File: config.mk
export PLATFORM = sky130hd
export DESIGN_NAME = sync_fifo_flags
export DESIGN_NICKNAME = d
export VERILOG_FILES = /design/src/rtl/sync_fifo_flags_pkg.sv /design/src/rtl/sync_fifo_flags_ram.sv /design/src/rtl/sync_fifo_flags.sv
export SDC_FILE = /design/constraint.sdc
export NUM_CORES = 2
export LEC_CHECK = 0
export CELL_PAD_IN_SITES_DETAIL_PLACEMENT = 1
export CELL_PAD_IN_SITES_GLOBAL_PLACEMENT = 1
export CORE_ASPECT_RATIO = 2
export CORE_MARGIN = 3
export CORE_UTILIZATION = 45
export CTS_BUF_LIST = sky130_fd_sc_hd__clkbuf_8
export CTS_CLUSTER_SIZE = 30
export DETAILED_ROUTE_END_ITERATION = 7
export HOLD_SLACK_MARGIN = 0.06
export PLACE_DENSITY_LB_ADDON = 0.1
export SLEW_MARGIN = 20
export SYNTH_ARGS = -nofsm -noshare
export SYNTH_HDL_FRONTEND = slang
export SYNTH_SLANG_ARGS = --single-unit
File: constraint.sdc
create_clock -name clk -period 5.5 [get_ports clk]
set_input_delay 1.1 -clock clk [delete_from_list [all_inputs] [get_ports clk]]
set_output_delay 1.1 -clock clk [all_outputs]
set_load 0.02 [all_outputs]
File: src/rtl/sync_fifo_flags_pkg.sv
// rtl/sync_fifo_flags_pkg.sv - shared sizing helpers and parameter checks for sync_fifo_flags
//
// Purpose : pointer width, depth and threshold-legality helpers shared by the
//           FIFO top level and its storage sub-module.
// Ports   : none (package).
package sync_fifo_flags_pkg;

   localparam int DEFAULT_DEPTH_LOG = 8;
   localparam int DEPTH             = 2 ** DEFAULT_DEPTH_LOG;

   // Pointers carry one extra wrap bit above the RAM address bits.
   function automatic int ptr_width(input int depth_log);
      return depth_log + 1;
   endfunction

   function automatic int fifo_depth(input int depth_log);
      return 2 ** depth_log;
   endfunction

   // afull threshold must be 1..DEPTH, aempty threshold 0..DEPTH-1.
   function automatic bit thresholds_legal(input int depth_log, input int afull_th,
                                           input int aempty_th);
      int d;
      d = fifo_depth(depth_log);
      return (afull_th >= 1) && (afull_th <= d) && (aempty_th >= 0) && (aempty_th <= d - 1);
   endfunction

endpackage

File: src/rtl/sync_fifo_flags_ram.sv
// rtl/sync_fifo_flags_ram.sv - simple dual-port RAM with registered read port
//
// Purpose : FIFO storage. One write port, one read port, read data registered.
// Ports   : clk, rst_n (async active-low, clears only the read register)
//           ram_write_req/addr/data - write port
//           ram_read_req/addr       - read request; data appears next cycle
//           ram_read_data           - registered read data, holds when no request
module fifo_dual_ram #(
   parameter int WIDTH     = 8,
   parameter int DEPTH_LOG = 8
) (
   input  logic                 clk,
   input  logic                 rst_n,
   input  logic                 ram_write_req,
   input  logic [DEPTH_LOG-1:0] ram_write_addr,
   input  logic [WIDTH-1:0]     ram_write_data,
   input  logic                 ram_read_req,
   input  logic [DEPTH_LOG-1:0] ram_read_addr,
   output logic [WIDTH-1:0]     ram_read_data
);

   logic [WIDTH-1:0] mem [2**DEPTH_LOG];

   // Array is deliberately not reset so it can map onto a RAM macro.
   always_ff @(posedge clk) begin
      if (ram_write_req) begin
         mem[ram_write_addr] <= ram_write_data;
      end
   end

   always_ff @(posedge clk or negedge rst_n) begin
      if (!rst_n) begin
         ram_read_data <= '0;
      end else if (ram_read_req) begin
         ram_read_data <= mem[ram_read_addr];
      end
   end

endmodule

File: src/rtl/sync_fifo_flags.sv
// rtl/sync_fifo_flags.sv - single-clock FIFO with count, threshold flags, flush and sticky errors
//
// Purpose : buffering between producer/consumer stages.
// Ports   : clk, rst_n (async active-low), clr (sync flush, also clears errors)
//           wr_req, wr_data, wr_full, wr_afull       - write side
//           rd_req, rd_data, rd_valid, rd_empty,
//           rd_aempty                                - read side (1-cycle latency)
//           count                                    - occupancy 0..DEPTH
//           overflow, underflow                      - sticky error flags
module sync_fifo_flags
   import sync_fifo_flags_pkg::*;
#(
   parameter int WIDTH     = 8,
   parameter int DEPTH_LOG = 8,
   parameter int AFULL_TH  = 252,
   parameter int AEMPTY_TH = 4
) (
   input  logic                 clk,
   input  logic                 rst_n,
   input  logic                 clr,
   input  logic                 wr_req,
   input  logic [WIDTH-1:0]     wr_data,
   output logic                 wr_full,
   output logic                 wr_afull,
   input  logic                 rd_req,
   output logic [WIDTH-1:0]     rd_data,
   output logic                 rd_valid,
   output logic                 rd_empty,
   output logic                 rd_aempty,
   output logic [DEPTH_LOG:0]   count,
   output logic                 overflow,
   output logic                 underflow
);

   localparam int PW = ptr_width(DEPTH_LOG);
   localparam logic [PW-1:0] ONE      = PW'(1);
   localparam logic [PW-1:0] AFULL_C  = PW'(AFULL_TH);
   localparam logic [PW-1:0] AEMPTY_C = PW'(AEMPTY_TH);

   if (!thresholds_legal(DEPTH_LOG, AFULL_TH, AEMPTY_TH)) begin : g_bad_thresholds
      $error("sync_fifo_flags: AFULL_TH/AEMPTY_TH out of legal range");
   end

   logic [PW-1:0] wr_ptr;
   logic [PW-1:0] rd_ptr;
   logic          wr_acc;
   logic          rd_acc;

   // Full when the addresses match but the wrap bits differ.
   assign wr_full   = (wr_ptr[PW-1] != rd_ptr[PW-1]) &&
                      (wr_ptr[PW-2:0] == rd_ptr[PW-2:0]);
   assign rd_empty  = (wr_ptr == rd_ptr);
   assign wr_afull  = (count >= AFULL_C);
   assign rd_aempty = (count <= AEMPTY_C);

   // A flush cycle suppresses both ports so neither RAM nor rd_data changes.
   assign wr_acc = wr_req & ~wr_full & ~clr;
   assign rd_acc = rd_req & ~rd_empty & ~clr;

   always_ff @(posedge clk or negedge rst_n) begin
      if (!rst_n) begin
         wr_ptr    <= '0;
         rd_ptr    <= '0;
         count     <= '0;
         rd_valid  <= 1'b0;
         overflow  <= 1'b0;
         underflow <= 1'b0;
      end else if (clr) begin
         wr_ptr    <= '0;
         rd_ptr    <= '0;
         count     <= '0;
         rd_valid  <= 1'b0;
         overflow  <= 1'b0;
         underflow <= 1'b0;
      end else begin
         if (wr_acc) wr_ptr <= wr_ptr + ONE;
         if (rd_acc) rd_ptr <= rd_ptr + ONE;
         case ({wr_acc, rd_acc})
            2'b10:   count <= count + ONE;
            2'b01:   count <= count - ONE;
            default: count <= count;
         endcase
         rd_valid  <= rd_acc;
         overflow  <= overflow  | (wr_req & wr_full);
         underflow <= underflow | (rd_req & rd_empty);
      end
   end

   fifo_dual_ram #(
      .WIDTH     (WIDTH),
      .DEPTH_LOG (DEPTH_LOG)
   ) u_ram (
      .clk            (clk),
      .rst_n          (rst_n),
      .ram_write_req  (wr_acc),
      .ram_write_addr (wr_ptr[PW-2:0]),
      .ram_write_data (wr_data),
      .ram_read_req   (rd_acc),
      .ram_read_addr  (rd_ptr[PW-2:0]),
      .ram_read_data  (rd_data)
   );

endmodule

Yosys cells after proc, flatten, opt, wreduce, memory -nomap -nowiden

Memories as Yosys holds them, arrays and structs flattened. A register that Yosys moved wholly into a read port is not among the register bits.
Cells that the tools add are included.

Add/subtract/negate cells: 4
Multiply operators: 0
Div/mod/pow operators: 0
Magnitude comparators: 2
Equal/unequal tests: 5
Shift-type cells: 0
Muxes and demuxes: 11
Bitwise logic cells: 11
Reductions and logical operators: 5

Operators by type and width:

| kind                | count |
|---|---|
| $mux 9              | 5 |
| $add 9x1->9 const B | 3 |
| $pmux 9 s2          | 1 |
| $eq 9x9->1          | 1 |
| $ge 9x8->1 const B  | 1 |
| $le 9x3->1 const B  | 1 |
| $sub 9x1->9 const B | 1 |
| $eq 8x8->1          | 1 |
| $and 1x1->1         | 6 |
| $mux 1              | 5 |
| $reduce_bool 2->1   | 2 |
| $not 1->1           | 3 |
| $reduce_bool 3->1   | 1 |
| $eq 2x1->1 const B  | 1 |
| $eq 2x2->1 const B  | 1 |
| $or 1x1->1          | 2 |
| $logic_and 1x1->1   | 1 |
| $logic_not 1->1     | 1 |
| $ne 1x1->1          | 1 |

Flip-flop bits (word level): 30
Latch bits: 0
Memory bits (writable): 2048
Memory bits (read-only): 0
Output and inout bits: 24
Word-level logic and storage cells: 45
Memories kept: 1

Memories:

| memory    | words | bits a word | read ports | clocked after Yosys merged registers in | write ports | line                      | text |
|---|---|---|---|---|---|---|---|
| u_ram.mem | 256   | 8           | 1          | 1                                       | 1           | sync_fifo_flags_ram.sv:22 | `logic [WIDTH-1:0] mem [2**DEPTH_LOG];` |

Longest topological paths before layout

Word-level depth: 8
Mapped depth: 14
Mapped depth without buffers: 13

Modules after synthesis

Synthesis repeated with hierarchy kept, for this count alone.

Cell total of the unflattened synthesis: 4014
Area total of the unflattened synthesis: 81894.8 um^2

Modules (own cells, without submodules):

| module          | times used | cells each | area an instance (um^2) | seq. area each (um^2) |
|---|---|---|---|---|
| fifo_dual_ram   | 1          | 3816       | 79961.7                 | 61699.2 |
| sync_fifo_flags | 1          | 198        | 1933.1                  | 750.7 |

Worst setup path before layout

OpenSTA, ideal clock, no wires.

Kind: input to register
From: in clr
To: reg count[8]
Library setup time: 133 ps
Arrival: 3875 ps
Required time: 5367 ps
Path slack: 1492 ps
Cell stages on the path: 11
Cells stage by stage: clkbuf_1 clkbuf_1 nor3_1 ha_1 a21o_1 a21oi_1 o21bai_1 a2111oi_0 o211a_1 o21ai_0 nor3b_1

Longest elaborated chain between the ends: 5
Elaborated cells between the ends (all ways): 8
Those cells by class: eq/ne (2); mux (2); bitwise (3); reduce/logical (1)

Ends and longest elaborated chain:

| what                                            | line                                         | text |
|---|---|---|
| from (decl)                                     | sync_fifo_flags.sv:20                        | `input logic clr,` |
| $not 1->1                                       | sync_fifo_flags.sv:57, sync_fifo_flags.sv:58 |  |
| $and 1x1->1, on equally long branches           | sync_fifo_flags.sv:58, sync_fifo_flags.sv:57 |  |
| $eq 2x1->1 / $eq 2x2->1 (equally long branches) | sync_fifo_flags.sv:78                        | `case ({wr_acc, rd_acc})` |
| $pmux 9 s2                                      | sync_fifo_flags.sv:78                        |  |
| $mux 9                                          | sync_fifo_flags.sv:68                        | `end else if (clr) begin` |
| to (signal assigned)                            | sync_fifo_flags.sv:79                        | `2'b10: count <= count + ONE;` |
| to (signal assigned)                            | sync_fifo_flags.sv:80                        | `2'b01: count <= count - ONE;` |
| to (signal assigned)                            | sync_fifo_flags.sv:81                        | `default: count <= count;` |
| to (decl)                                       | sync_fifo_flags.sv:30                        | `output logic [DEPTH_LOG:0] count,` |

Several ways; a longest one is shown, not always the timed one.
A chain may end at the register's enable or synchronous reset.

Worst setup path in the final report

From: reg wr_ptr[5]
To: reg count[8]

Longest elaborated chain between the ends: 8
Elaborated cells between the ends (all ways): 14
Those cells by class: eq/ne (4); mux (2); bitwise (6); reduce/logical (2)

Ends and longest elaborated chain:

| what                                            | line                  | text |
|---|---|---|
| from (decl)                                     | sync_fifo_flags.sv:44 | `logic [PW-1:0] wr_ptr;` |
| from (signal assigned)                          | sync_fifo_flags.sv:76 | `if (wr_acc) wr_ptr <= wr_ptr + ONE;` |
| $eq 8x8->1                                      | sync_fifo_flags.sv:51 | `(wr_ptr[PW-2:0] == rd_ptr[PW-2:0]);` |
| $logic_and 1x1->1                               | sync_fifo_flags.sv:50 | `assign wr_full = (wr_ptr[PW-1] != rd_ptr[PW-1]) &&` |
| $not 1->1                                       | sync_fifo_flags.sv:57 | `assign wr_acc = wr_req & ~wr_full & ~clr;` |
| $and 1x1->1 (2 in series)                       | sync_fifo_flags.sv:57 |  |
| $eq 2x1->1 / $eq 2x2->1 (equally long branches) | sync_fifo_flags.sv:78 |  |
| $pmux 9 s2                                      | sync_fifo_flags.sv:78 |  |
| $mux 9                                          | sync_fifo_flags.sv:68 |  |

Several ways; a longest one is shown, not always the timed one.

==> qor.log <==
qor: grt.grt_start_max_net_pins 128
qor: die.std_cell_rows 221
qor: grt.antenna_found_initial 8
qor: yosys.postSynthRegisterBits 2,086
qor: place.gp_routability_congestion 0.846
qor: power_and_ir_drop.cellPowerDensity 368 mW/mm^2
qor: die.die_width 308 um
qor: timing.pin_slew_with_the_least_headroom_to_its_limit 1.16 ns
qor: critical_path.cp_data_arrival_time 5.53 ns
qor: yosys.avgSynthCellArea 20.4 um^2
qor: detailed_routing.drtAntennaViolNets 0
qor: yosys.ys_dominant_reg_cell edfxtp_1
qor: detailed_routing.avgRoutedWirePerCell 36.8 um
qor: detailed_routing.route.detailed.vias_per_inst 6.06
qor: clock_network.cts_hold_buffers 0
qor: critical_path.worstRegToRegCells 13
qor: clock_network.tritoncts_buffers 303
qor: finish.register_area 0.0625 mm^2
qor: die.fp.dieH 610 um
qor: clock_network.cts_root_buffer clkbuf_8
qor: clock_network.clock_transition_at_the_registers_of_the_reported_paths 0.07 ns
qor: yosys.number_of_enable_flip_flop_cells_after_synthesis 2,048
qor: timing.grt_setup_unrepaired false
qor: status.run_status finished clean
qor: grt.grt_overflow 0
qor: grt.overall_routing_resource_usage 27.0%
qor: power_and_ir_drop.power.ir.vdd_worst 249 uV
qor: die.floorplan.initialDensity 45.3%
qor: finish.area_delta_synth_final 10.6%
qor: critical_path.critPathRequiredTime 6.27 ns
qor: critical_path.setup.worst_path.class reg2reg
qor: yosys.yosys_warnings 0
qor: yosys.postSynth.asyncResetShare 1.82%
qor: yosys.synthTopCellsByArea edfxtp_1 (75%), mux4_2 (12%), mux2i_1 (2.5%)
qor: detailed_routing.total_via_count_after_detailed_routing 41,500
qor: timing.clock.fmax 0.210 GHz
qor: clock_network.cts_post_setup_buffers_inserted 0
qor: yosys.ys_types 74
qor: yosys.synthesis.nets 4,055
qor: detailed_routing.detailedRoute.firstIterationViolations 4,039
qor: clock_network.numClockSinks 2,086
qor: power_and_ir_drop.static-leakage-power 0.0275 uW
qor: job.maxCapViolCount 0
qor: clock_network.cts.path.max_buffers 4
qor: timing.worst_slack 0.741 ns
qor: grt.global_route_wire_length_before_repair 352 mm
qor: yosys.synthMostInstantiatedCell edfxtp_1
qor: place.place.detailed.hpwl 163 mm
qor: clock_network.worstSkewPairLatency 0.94 ns
qor: finish.multiInputGateArea 0.0181 mm^2
qor: finish.layout.filler_cells 16,200
qor: yosys.ys_top_cells_by_count edfxtp_1 (2,048), mux4_2 (425), nor2_1 (325), mux2i_1 (204), nand2_1 (107)
qor: place.pre_cts_slack 0.669 ns
qor: die.coreArea 0.181 mm^2
qor: die.die-area 0.188 mm^2
qor: yosys.synth_top_area_share 74.9%
qor: critical_path.crit_path_max_fanout 11
qor: yosys.yosysSeqAreaShare 76.1%
qor: finish.drive_gt1_share 22.8%
qor: timing.finalSetupViolations 0
qor: timing.fin_worst_hold_slack 0.303 ns
qor: timing.timing.max_slew.rel_slack 22.5%
qor: place.post-place-cells 6,309
qor: detailed_routing.drcViolationCount 0
qor: min_path.worst_hold_path_type in2async
qor: clock_network.tritoncts done
qor: yosys.postSynthCellCount 4,029
qor: finish.final_cell_count_no_fill 6,837
qor: timing.period_minus_slack 4.76 ns
qor: yosys.post-synth-top-area-cell edfxtp_1
qor: power_and_ir_drop.p_total 33,400 uW
qor: timing.final_hold_viol_count 0
qor: grt.grt_pass1_vias 44,900
qor: critical_path.cp-start-kind flip-flop
qor: timing.final.setup.tns 0 ns
qor: detailed_routing.drtPass1Iterations 5
qor: finish.layout.nets 4,299
qor: timing.timing.final.crit_share 86.5%
qor: clock_network.cts_resized 0
qor: yosys.syn-cell-area 0.0821 mm^2
qor: detailed_routing.detail_route.wirelength 252 mm
qor: clock_network.htreeDepth 5
qor: place.io_buffers 36
qor: die.i_o_pin_total 37
qor: timing.final-max-slew-violation-count 0
qor: timing.finClkSkew 0.0483 ns
qor: critical_path.endpoint_kind flip-flop
state kept, by name, summed over array words and instances, names as in the netlist:
signal / cells
u_ram.mem: 2048
wr_ptr: 9
u_ram.ram_read_data: 8
count: 9
rd_valid: 1
underflow: 1
rd_ptr: 9
overflow: 1
report_power, final:
group | switching, uW | leakage, uW | internal, uW
sequential | 83.3 | 0.0189 | 17500
combinational | 2260 | 0.00554 | 1720
clock | 5960 | 0.00312 | 5860
total | 8310 | 0.0275 | 25100
metal layers:
layer,global-route usage [%],wire [um],up-vias
met5,0,13,-
met4,12.9,13300,2
met3,3.58,11200,441
met2,51.0,141000,1395
met1,29.6,86200,22500
li1,-,-,17200
per-stage QoR:
step                      util (%)  cell area [um^2]
after global placement        47.0             85300
final                         50.1             90800
after detailed placement      47.0             85300
after global routing          50.1             90800
after floorplan                  -             82100
after CTS                     50.1             90800
kinds of logic (layout without fill, tap and decap cells):
family / count (synthesis) / count (layout) / share of synthesized area (%)
xor+xnor: 32 / 32 / 0.341
simple gates: 588 / 588 / 3.10
compound gates: 395 / 395 / 3.53
other cells: 0 / 6 / 0
fa+ha+maj: 13 / 13 / 0.207
buf+inv: 256 / 717 / 2.05
mux: 659 / 659 / 14.7
flops: 2086 / 2086 / 76.1
final cells by class:
cell class | count | area share, %
clock inverter | 205 | 1.27
antenna | 6 | 0.0165
timing repair buffer | 184 | 1.96
inverter | 11 | 0.0482
tap | 2341 | 3.23
sequential | 2086 | 68.8
multi-input combinational | 1687 | 19.9
clock buffer | 317 | 4.80
final timing paths:
path | slack (ns) | to | startpoint
min in group clk | 0.49 | overflow | overflow
min reg2reg | 0.49 | overflow | overflow
max reg2reg | 0.74 | count[8] | wr_ptr[5]
max in group asynchronous | 4.66 | rd_ptr[1] | rst_n
max | 0.74 | count[8] | wr_ptr[5]
min | 0.30 | overflow | rst_n
placed cells by master, fill, tap and decap left out, types with 8 or more instances in the layout:
master           instances
a21oi_1                 49
edfxtp_1              2048
clkinv_1                69
a22o_1                   8
ha_1                    12
o21ai_0                 28
o221ai_1                52
clkbuf_8               325
clkdlybuf4s50_1         26
nand2_1                 95
o22ai_1                 38
a221oi_1                21
o211ai_1                13
a31oi_1                 17
buf_4                  124
nand4_1                  9
nor2_1                 321
nand3_1                 38
mux2i_1                204
clkinv_2                37
nand2_2                 13
dfrtp_1                 33
mux4_1                   9
xor2_1                  12
a211oi_1                12
a2111oi_0               11
a22oi_1                 86
bufinv_16               11
nor2b_1                 19
mux2_2                  21
inv_1                   87
buf_12                  23
nand2b_1                 8
nor3_1                  27
xnor2_1                 19
mux4_2                 425
nor4_1                   8
critical path, cell delays in order (launching register included):
cell       delay (ns)
dfrtp_1          0.55
xor2_1           0.22
nor4_1           0.69
buf_4            0.25
a31oi_1          0.10
nor3_1           0.79
ha_1             0.42
a21o_1           0.19
a21oi_1          0.22
o21bai_1         0.12
a2111oi_0        0.57
o211a_1          0.26
o21ai_0          0.08
nor3b_1          0.15
Note: power is estimated with default switching activity, not from simulation.
